### config.mk
export PLATFORM = sky130hd
export DESIGN_NAME = calc_display
export DESIGN_NICKNAME = d
export VERILOG_FILES = /design/src/rtl/calc_pkg.sv /design/src/rtl/hex_to_seg.sv /design/src/rtl/calc_display.sv
export SDC_FILE = /design/constraint.sdc
export NUM_CORES = 1
export LEC_CHECK = 0
export CAP_MARGIN = 20
export CELL_PAD_IN_SITES_DETAIL_PLACEMENT = 0
export CELL_PAD_IN_SITES_GLOBAL_PLACEMENT = 2
export CORE_MARGIN = 8
export CORE_UTILIZATION = 36
export CTS_CLUSTER_DIAMETER = 60
export CTS_CLUSTER_SIZE = 28
export DETAILED_ROUTE_END_ITERATION = 10
export DONT_BUFFER_PORTS = 1
export HOLD_SLACK_MARGIN = 0.12
export PLACE_DENSITY_LB_ADDON = 0.1
export SYNTH_ARGS = -nofsm -noshare
export SYNTH_HDL_FRONTEND = slang
export SYNTH_SLANG_ARGS = --single-unit
### constraint.sdc
create_clock -name clk -period 3.96 [get_ports clk]
set_input_delay 1.188 -clock clk [delete_from_list [all_inputs] [get_ports clk]]
set_output_delay 1.188 -clock clk [all_outputs]
set_load 0.005 [all_outputs]
### src/rtl/calc_pkg.sv
// Shared definitions for the calculator display path.
//   - Active-low 7-segment patterns, bit order {g,f,e,d,c,b,a}, for hex digits 0..F and blank.
//   - digit_t: index of the currently scanned digit (0 = least significant nibble).
//   - disp_state_t: display FSM encoding (all anodes off / one digit lit).
//   - digit_anodes(): active-low one-hot anode pattern for a digit index.
package calc_pkg;

  localparam logic [6:0] SEG_0     = 7'b1000000;
  localparam logic [6:0] SEG_1     = 7'b1111001;
  localparam logic [6:0] SEG_2     = 7'b0100100;
  localparam logic [6:0] SEG_3     = 7'b0110000;
  localparam logic [6:0] SEG_4     = 7'b0011001;
  localparam logic [6:0] SEG_5     = 7'b0010010;
  localparam logic [6:0] SEG_6     = 7'b0000010;
  localparam logic [6:0] SEG_7     = 7'b1111000;
  localparam logic [6:0] SEG_8     = 7'b0000000;
  localparam logic [6:0] SEG_9     = 7'b0010000;
  localparam logic [6:0] SEG_A     = 7'b0001000;
  localparam logic [6:0] SEG_B     = 7'b0000011;
  localparam logic [6:0] SEG_C     = 7'b1000110;
  localparam logic [6:0] SEG_D     = 7'b0100001;
  localparam logic [6:0] SEG_E     = 7'b0000110;
  localparam logic [6:0] SEG_F     = 7'b0001110;
  localparam logic [6:0] SEG_BLANK = 7'b1111111;

  typedef logic [1:0] digit_t;

  typedef enum logic {
    StDead,
    StShow
  } disp_state_t;

  function automatic logic [3:0] digit_anodes(digit_t d);
    return ~(4'b0001 << d);
  endfunction

endpackage

### src/rtl/hex_to_seg.sv
// Combinational hex nibble to active-low 7-segment pattern.
// Ports:
//   nib  in  4  hex digit value
//   seg  out 7  active-low segments {g,f,e,d,c,b,a}
module hex_to_seg
  import calc_pkg::*;
(
  input  logic [3:0] nib,
  output logic [6:0] seg
);

  always_comb begin
    seg = SEG_BLANK;
    unique case (nib)
      4'h0: seg = SEG_0;
      4'h1: seg = SEG_1;
      4'h2: seg = SEG_2;
      4'h3: seg = SEG_3;
      4'h4: seg = SEG_4;
      4'h5: seg = SEG_5;
      4'h6: seg = SEG_6;
      4'h7: seg = SEG_7;
      4'h8: seg = SEG_8;
      4'h9: seg = SEG_9;
      4'ha: seg = SEG_A;
      4'hb: seg = SEG_B;
      4'hc: seg = SEG_C;
      4'hd: seg = SEG_D;
      4'he: seg = SEG_E;
      4'hf: seg = SEG_F;
    endcase
  end

endmodule

### src/rtl/calc_display.sv
// 4-digit time-multiplexed common-anode hex display for the 16-bit accumulator bus.
// A shadow register captures 'value' on 'load' so the scan never tears mid-update.
// Each digit is selected for REFRESH_DIV cycles; the first DEAD_CYCLES of them keep
// all anodes off to stop ghosting between digits. All display outputs are registered.
// Ports:
//   clk     in   1   system clock, rising edge
//   resetn  in   1   asynchronous active-low reset
//   value   in   16  accumulator value to show
//   load    in   1   capture strobe for value
//   an      out  4   active-low anodes, an[0] = least significant nibble
//   seg     out  7   active-low segments {g,f,e,d,c,b,a}
//   dp      out  1   active-low decimal point, held off
// Optional build macro: CALC_DISPLAY_LZ_BLANK_EN enables leading-zero blanking.
module calc_display
  import calc_pkg::*;
#(
  parameter int unsigned REFRESH_DIV = 100000,
  parameter int unsigned DEAD_CYCLES = 1
) (
  input  logic        clk,
  input  logic        resetn,
  input  logic [15:0] value,
  input  logic        load,
  output logic [3:0]  an,
  output logic [6:0]  seg,
  output logic        dp
);

  localparam int unsigned CntW = (REFRESH_DIV > 1) ? $clog2(REFRESH_DIV) : 1;
  localparam logic [CntW-1:0] TermCnt = CntW'(REFRESH_DIV - 1);
  // Last div_cnt value spent blank; unused when DEAD_CYCLES is 0.
  localparam logic [CntW-1:0] DeadLast = (DEAD_CYCLES == 0) ? '0 : CntW'(DEAD_CYCLES - 1);

  logic [15:0]     shadow_q;
  logic [CntW-1:0] div_cnt_q;
  digit_t          digit_q;
  disp_state_t     state_q;
  logic [3:0]      an_q;
  logic [6:0]      seg_q;

  logic            term;
  digit_t          digit_nxt;
  logic [3:0]      nib_nxt;
  logic [6:0]      hex_seg;
  logic [6:0]      seg_nxt;
  logic [3:0]      an_nxt;

  // Outputs are registered, so the pattern is computed for the digit selected after this edge.
  always_comb begin
    term      = (div_cnt_q == TermCnt);
    digit_nxt = term ? digit_q + 2'd1 : digit_q;
    nib_nxt   = shadow_q[{digit_nxt, 2'b00} +: 4];
    an_nxt    = digit_anodes(digit_nxt);
  end

  hex_to_seg u_hex_to_seg (
    .nib (nib_nxt),
    .seg (hex_seg)
  );

`ifdef CALC_DISPLAY_LZ_BLANK_EN
  logic [3:0] nib_zero;
  logic [3:0] lz_blank;

  // Digit k blanks when it and every more significant nibble are zero; digit 0 never blanks.
  always_comb begin
    for (int k = 0; k < 4; k++) begin
      nib_zero[k] = (shadow_q[4*k +: 4] == 4'h0);
    end
    lz_blank[3] = nib_zero[3];
    lz_blank[2] = nib_zero[3] & nib_zero[2];
    lz_blank[1] = nib_zero[3] & nib_zero[2] & nib_zero[1];
    lz_blank[0] = 1'b0;
    seg_nxt     = lz_blank[digit_nxt] ? SEG_BLANK : hex_seg;
  end
`else
  assign seg_nxt = hex_seg;
`endif

  always_ff @(posedge clk or negedge resetn) begin
    if (!resetn) begin
      shadow_q  <= 16'h0000;
      div_cnt_q <= '0;
      digit_q   <= '0;
      state_q   <= StDead;
      an_q      <= 4'b1111;
      seg_q     <= SEG_BLANK;
    end else begin
      if (load) begin
        shadow_q <= value;
      end
      div_cnt_q <= term ? '0 : div_cnt_q + CntW'(1);
      if (term) begin
        digit_q <= digit_nxt;
      end

      unique case (state_q)
        StDead: begin
          if (DEAD_CYCLES == 0 || div_cnt_q == DeadLast) begin
            state_q <= StShow;
            an_q    <= an_nxt;
            seg_q   <= seg_nxt;
          end
        end
        StShow: begin
          if (term && DEAD_CYCLES != 0) begin
            state_q <= StDead;
            an_q    <= 4'b1111;
            seg_q   <= SEG_BLANK;
          end else begin
            // Refreshed every cycle so a new shadow value appears one edge after capture.
            an_q  <= an_nxt;
            seg_q <= seg_nxt;
          end
        end
      endcase
    end
  end

  assign an  = an_q;
  assign seg = seg_q;
  assign dp  = 1'b1;

endmodule

==> impl_metrics.csv, run 1 <==
group,metric,value,unit
run_status,status,"finished, final reports clean",
worst_setup_path,r2r_start,"div_cnt_q[12]$_DFF_PN0_",
finish,layout.nets,273,
yosys,syn_inst,246,
grt,antenna_found_initial,0,
cts,cts_buffers,5,
cts,clock-sinks,47,
timing,slew_headroom,53.0,%
min_path,holdPathStages,1,
timing,fmax,319,MHz
yosys,synthTopCellsByArea,"dfrtp_1 (35%), dfstp_2 (11%), mux2_2 (8.3%)",
floorplan,row_count,31,
yosys,synth_edf_count,0,
yosys,ys_ff_latch,47,
finish,stdcell_count,346,
min_path,min_to,"div_cnt_q[0]$_DFF_PN0_",
route,dr.pass1.iters,4,
grt,grt_max_degree,48,
worst_setup_path,critical_path_arrival,3.36,ns
yosys,syn_avg_cell_area,10.4,µm²
timing,min_period,3.13,ns
route,ant_nets,0,
route,drc,0,
worst_setup_path,endpoint_kind,"flip-flop",
route,wl_per_cell,15.7,µm
worst_setup_path,critPathRequiredTime,4.19,ns
placement,hpwl,3830,µm
finish,drive_above_1_share,19.8,%
grt,grt_pass1_vias,1710,
floorplan,boundaryPins,31,
yosys,ys.flop_type,"dfrtp_1",
min_path,worstHoldPathType,"flip-flop to flip-flop",
placement,place_congestion,0.800,
route,avgViaCountPerCell,4.96,
cts,htree_levels,2,
cts,clock_latency,0.30,ns
worst_setup_path,critPathMaxFanout,22,
grt,overflow,0,
floorplan,start_util,36.2,%
worst_setup_path,worstRegToRegCells,11,
floorplan,die_w,100,µm
cts,cts_tree,"done",
worst_setup_path,r2r-end,"seg[2]$_DFFE_PN1P_",
yosys,synth.cell_area,2570,µm²
finish,num_antenna_cells,0,
yosys,ys_seq_area_share,46.3,%
timing,worst_pin_slew,0.705,ns
floorplan,die_h,100,µm
floorplan,core,7100,µm²
yosys,syn_nets,273,
yosys,ys_warn_count,0,
worst_setup_path,r2r_setup_slack,0.83,ns
run,drv_cap,0,
timing,final-setup-viol-count,0,
timing,finalSetupTns,0,ns
power_and_ir_drop,leakage,0.00117,µW
cts,postCtsSetupBuffers,0,
timing,hold_viol,0,
power_and_ir_drop,peakVddDrop,0.154,mV
worst_setup_path,path_class,"flip-flop to flip-flop",
timing,maxSlewViolCount,0,
cts,cts_hold_buf,0,
timing,finClkSkew,0.0103,ns
yosys,synth.distinct_cells,44,
power_and_ir_drop,power_density,341,nW/µm²
yosys,yosys-top-cells-count,"dfrtp_1 (36), nand2_1 (31), nor2_1 (22)",
yosys,post-synth-top-count-cell,"dfrtp_1",
finish,syn_to_final_growth,7.25,%
worst_setup_path,cp-start-kind,"flip-flop",
timing,whs,0.492,ns
route,drt_iter0_drc,133,
placement,port_buffers,0,
route,finalWirelength,5420,µm
min_path,hold_start,"div_cnt_q[0]$_DFF_PN0_",
cts,cts_root_buffer,"clkbuf_8",
yosys,yosysTopAreaCell,"dfrtp_1",
route,vias,1716,
placement,dp.cells,338,
timing,rsz0062_at_grt,"false",
yosys,ys_async_sr_fraction,100,%
floorplan,die-area,10100,µm²
grt,grt_use_total,11.5,%
cts,cts_buffer_depth,2,
placement,dp_slack,0.827,ns
cts,clk_pin_slew,0.09,ns
yosys,yosys.area.top_type_share,35.1,%
timing,fin_ws,0.828,ns
timing,min_period_over_period,79.1,%
grt,grt_pass1_wl,9000,µm
cts,cts_resized,0,
-- power breakdown --
group	internal (µW)	switching, µW	total (µW)	leakage [µW]
sequential	519	19.9	539	0.000562
clock	140	160	300	0.0000459
combinational	53.8	46.7	100	0.000558
-- metrics by stage --
step | power [µW] | area (µm²) | utilization, %
2_1_floorplan | 631 | 2570 | -
3_3_place_gp | 650 | 2670 | 37.6
3_5_place_dp | 650 | 2670 | 37.6
4_1_cts | 962 | 2760 | 38.8
5_1_grt | 992 | 2760 | 38.8
6_report | 940 | 2760 | 38.8
-- routing by layer --
| metal | up-vias | share of wire [%] | GRT usage, % |
|---|---|---|---|
| li1 | 849 | - | - |
| met1 | 822 | 52 | 15.9 |
| met2 | 39 | 41 | 16.3 |
| met3 | 6 | 6.2 | 3.59 |
| met4 | 0 | 1.3 | 3.84 |
| met5 | - | 0 | 0 |
-- critical path: stages, from the launching register on --
cell and delay [ns]:
dfrtp_1 0.42, or4_4 0.55, nor4_4 0.32, buf_4 0.34, and3_1 0.18, o21ai_0 0.07, o2111ai_1 0.14, buf_4 0.18
inv_1 0.07, ha_1 0.25, or3_1 0.37, a31oi_1 0.17
-- kinds of logic (layout without fill, tap and decap cells) --
family	after synthesis	count (layout)	synth area share (%)
other	1	1	0.146
AND/OR/NAND/NOR	90	90	17.2
multiplexers	35	35	14.6
adder cells (fa/ha/maj)	8	8	3.89
flip-flops	47	47	46.3
XOR/XNOR	16	16	5.45
buffers and inverters	21	22	3.99
AO/OA/AOI/OAI	28	28	8.42
-- layout make-up --
type | instances | area (µm²)
repair buffers | 6 | 45.0
well taps | 99 | 124
clock buffers | 7 | 86.3
fillers | 725 | 4340
inverters | 8 | 30.0
multi-input cells | 178 | 1280
flip-flops and latches | 47 | 1190
clock inverters | 1 | 3.75
-- how the worst max path moves through the flow --
stage	startpoint	endpoint	slack (ns)	cells after the start
after floorplan	div_cnt_q[13]$_DFF_PN0_	seg[2]$_DFFE_PN1P_	0.95	10
after global placement	div_cnt_q[13]$_DFF_PN0_	seg[2]$_DFFE_PN1P_	0.85	11
after detailed placement	div_cnt_q[12]$_DFF_PN0_	seg[2]$_DFFE_PN1P_	0.83	11
after CTS	div_cnt_q[12]$_DFF_PN0_	seg[2]$_DFFE_PN1P_	0.80	11
after global routing	div_cnt_q[12]$_DFF_PN0_	seg[2]$_DFFE_PN1P_	0.50	11
final	div_cnt_q[12]$_DFF_PN0_	seg[2]$_DFFE_PN1P_	0.83	11
-- sequential cells by signal (all words and copies together), names as in the netlist --
register   cells
an             4
shadow_q      16
state_q        1
digit_q        2
div_cnt_q     17
seg            7
-- placed cells by master (no fill, tap or decap), drive strengths merged, types with 4 or more instances in the layout --
cell	netlist	final
ha	8	8
a21oi	7	7
xnor2	10	10
nor2	22	22
mux2	19	19
nor3	5	5
inv	7	7
clkbuf	8	7
dfstp	11	11
mux2i	16	16
o21ai	4	4
and3	6	6
nand3	9	9
nand2	31	31
dfrtp	36	36
buf	5	6
xor2	6	6
Note: power is estimated with default switching activity, not from simulation.
==> run 2: changes to the inputs <==
==> constraint.sdc (replaced) <==
create_clock -name clk -period 2.9 [get_ports clk]
set_input_delay 0.87 -clock clk [delete_from_list [all_inputs] [get_ports clk]]
set_output_delay 0.87 -clock clk [all_outputs]
set_load 0.005 [all_outputs]
==> run 2 against run 1 <==
Effect of this change:
- register-to-register slack got worse by 0.72 ns
- die area unchanged
- global-route usage increased by 0.34 points
- routed wire length increased by 6.3%
- fmax increased by 12%
- highest routed layer unchanged
- critical endpoint is now seg[3]$_DFFE_PN1P_
- largest cell class unchanged
==> impl_metrics.csv, run 2 (synthesis gave the netlist of run 1 again) <==
group,metric,value,unit
worst_setup_path,cp_num_buf_inv,4,
power_and_ir_drop,leakage,0.00135,µW
floorplan,row_count,31,
worst_setup_path,endpoint_kind,"flip-flop",
worst_setup_path,cpMaxStageDelayCell,"or4b_4",
placement,dp_slack,-0.0925,ns
worst_setup_path,cp-start-kind,"flip-flop",
power_and_ir_drop,power_density,435,nW/µm²
finish,syn_to_final_growth,19.7,%
finish,largest-register,"div_cnt_q",
placement,place_congestion,0.778,
finish,layout.nets,305,
cts,htree_levels,2,
grt,grt_max_degree,48,
cts,clock-sinks,47,
timing,maxSlewViolCount,0,
timing,fmax,359,MHz
grt,grt_pass1_vias,1821,
cts,cts_buffers,5,
cts,cts_tree,"done",
route,vias,1812,
worst_setup_path,path_class,"flip-flop to flip-flop",
cts,cts_hold_buf,0,
placement,placed_area,2840,µm²
run_status,status,"finished, final reports clean",
finish,largest_reg_flops,17,
route,ant_nets,0,
floorplan,start_util,36.2,%
placement,hpwl,4050,µm
grt,overflow,0,
power_and_ir_drop,p_sw_share,24.3,%
grt,grt_use_total,11.8,%
floorplan,die_h,100,µm
route,drc,0,
placement,dp.cells,359,
finish,fin_area,3080,µm²
floorplan,die-area,10100,µm²
route,wl_per_cell,15.3,µm
worst_setup_path,cp_top_family,"simple AND/OR/NAND/NOR gates",
placement,port_buffers,0,
cts,cts_buffer_depth,2,
grt,grt_pass1_wl,9360,µm
finish,drive_above_1_share,33.0,%
run,drv_cap,0,
timing,min_period,2.79,ns
timing,final-setup-viol-count,0,
cts,cts_root_buffer,"clkbuf_8",
power_and_ir_drop,peakVddDrop,0.234,mV
route,drt_iter0_drc,67,
finish,num_antenna_cells,0,
floorplan,boundaryPins,31,
grt,antenna_found_initial,0,
timing,finClkSkew,0.00459,ns
cts,clk_pin_slew,0.09,ns
power_and_ir_drop,p_int,1010,µW
route,dr.pass1.iters,4,
timing,whs,0.253,ns
finish,n_fill_cell,704,
finish,final_cell_mix,"dfrtp_1 (36), buf_4 (36), nand2_1 (31)",
floorplan,die_w,100,µm
worst_setup_path,slowest_delay,0.55,ns
cts,clock_latency,0.30,ns
floorplan,core,7100,µm²
timing,rsz0062_at_grt,"true",
finish,stdcell_count,378,
worst_setup_path,critical_path_arrival,3.04,ns
route,finalWirelength,5770,µm
timing,fin_ws,0.112,ns
worst_setup_path,critPathRequiredTime,3.15,ns
route,avgViaCountPerCell,4.79,
timing,hold_viol,0,
timing,finalSetupTns,0,ns
power_and_ir_drop,p_switching,325,µW
min_path,worstHoldPathType,"input port to asynchronous set/reset pin",
worst_setup_path,critPathMaxFanout,4,
power_and_ir_drop,seqPwrFrac,55.0,%
power_and_ir_drop,p_clk_share,33.1,%
worst_setup_path,path_cells,"or4b_4, nor4_4, buf_4, buf_6, mux2i_2, a2111oi_4, buf_4, ha_1, inv_2, mux2i_1, mux2i_1, o22a_1",
timing,min_period_over_period,96.2,%
power_and_ir_drop,power_frac_comb,11.9,%
[run 2: timing repair]
item,CTS,global route
buffers inserted,3,8
setup endpoints to repair,5,7
gates resized for setup,1,14
pin swaps,2,11
[run 2: path summary, 6_finish.rpt]
path / from / end / slack (ns) / cells after the start
worst min register to register: shadow_q[15]$_DFFE_PN0P_ / shadow_q[15]$_DFFE_PN0P_ / 0.51 / 1
worst min-delay path: resetn / div_cnt_q[2]$_DFF_PN0_ / 0.25 / 0
worst max-delay path: div_cnt_q[8]$_DFF_PN0_ / seg[3]$_DFFE_PN1P_ / 0.11 / 12
max in group asynchronous: resetn / seg[4]$_DFFE_PN1P_ / 2.46 / 0
min in group clk: shadow_q[15]$_DFFE_PN0P_ / shadow_q[15]$_DFFE_PN0P_ / 0.51 / 1
worst max register to register: div_cnt_q[8]$_DFF_PN0_ / seg[3]$_DFFE_PN1P_ / 0.11 / 12
[run 2: layer usage]
metal	global-route usage, %	vias to the layer above	wire [µm]
li1	-	912	-
met1	16.8	864	3000
met2	16.8	32	2420
met3	3.52	4	297
met4	3.14	0	45
met5	0	-	0
[run 2: layout make-up]
type / instances / area (µm²) / share of cell area [%]
Multi-Input combinational cell: 178 / 1330 / 43.2
Sequential cell: 47 / 1190 / 38.7
Timing Repair Buffer: 38 / 302 / 9.80
Tap cell: 99 / 124 / 4.03
Clock buffer: 8 / 100 / 3.25
Inverter: 8 / 32.5 / 1.06
[run 2: power groups by stage]
| stage | registers (µW) | logic, µW | clock network (µW) |
|---|---|---|---|
| 6_report | 737 | 159 | 443 |
| 5_1_grt | 745 | 177 | 478 |
| 3_5_place_dp | 751 | 138 | 0 |
| 3_3_place_gp | 750 | 138 | 0 |
| 2_1_floorplan | 740 | 122 | 0 |
| 4_1_cts | 739 | 142 | 460 |
[run 2: worst reg2reg max path, cell delays in order, from the launching register on]
cell and delay, ns:
dfrtp_1 0.38, or4b_4 0.55, nor4_4 0.21, buf_4 0.19, buf_6 0.10, mux2i_2 0.08, a2111oi_4 0.34, buf_4 0.19
ha_1 0.24, inv_2 0.06, mux2i_1 0.06, mux2i_1 0.19, o22a_1 0.17
[run 2: through the flow]
stage               util, %  total power (µW)
detailed placement     40.0               889
global placement       40.0               888
CTS                    41.7              1340
floorplan                 -               862
global route           43.3              1400
finish                 43.3              1340
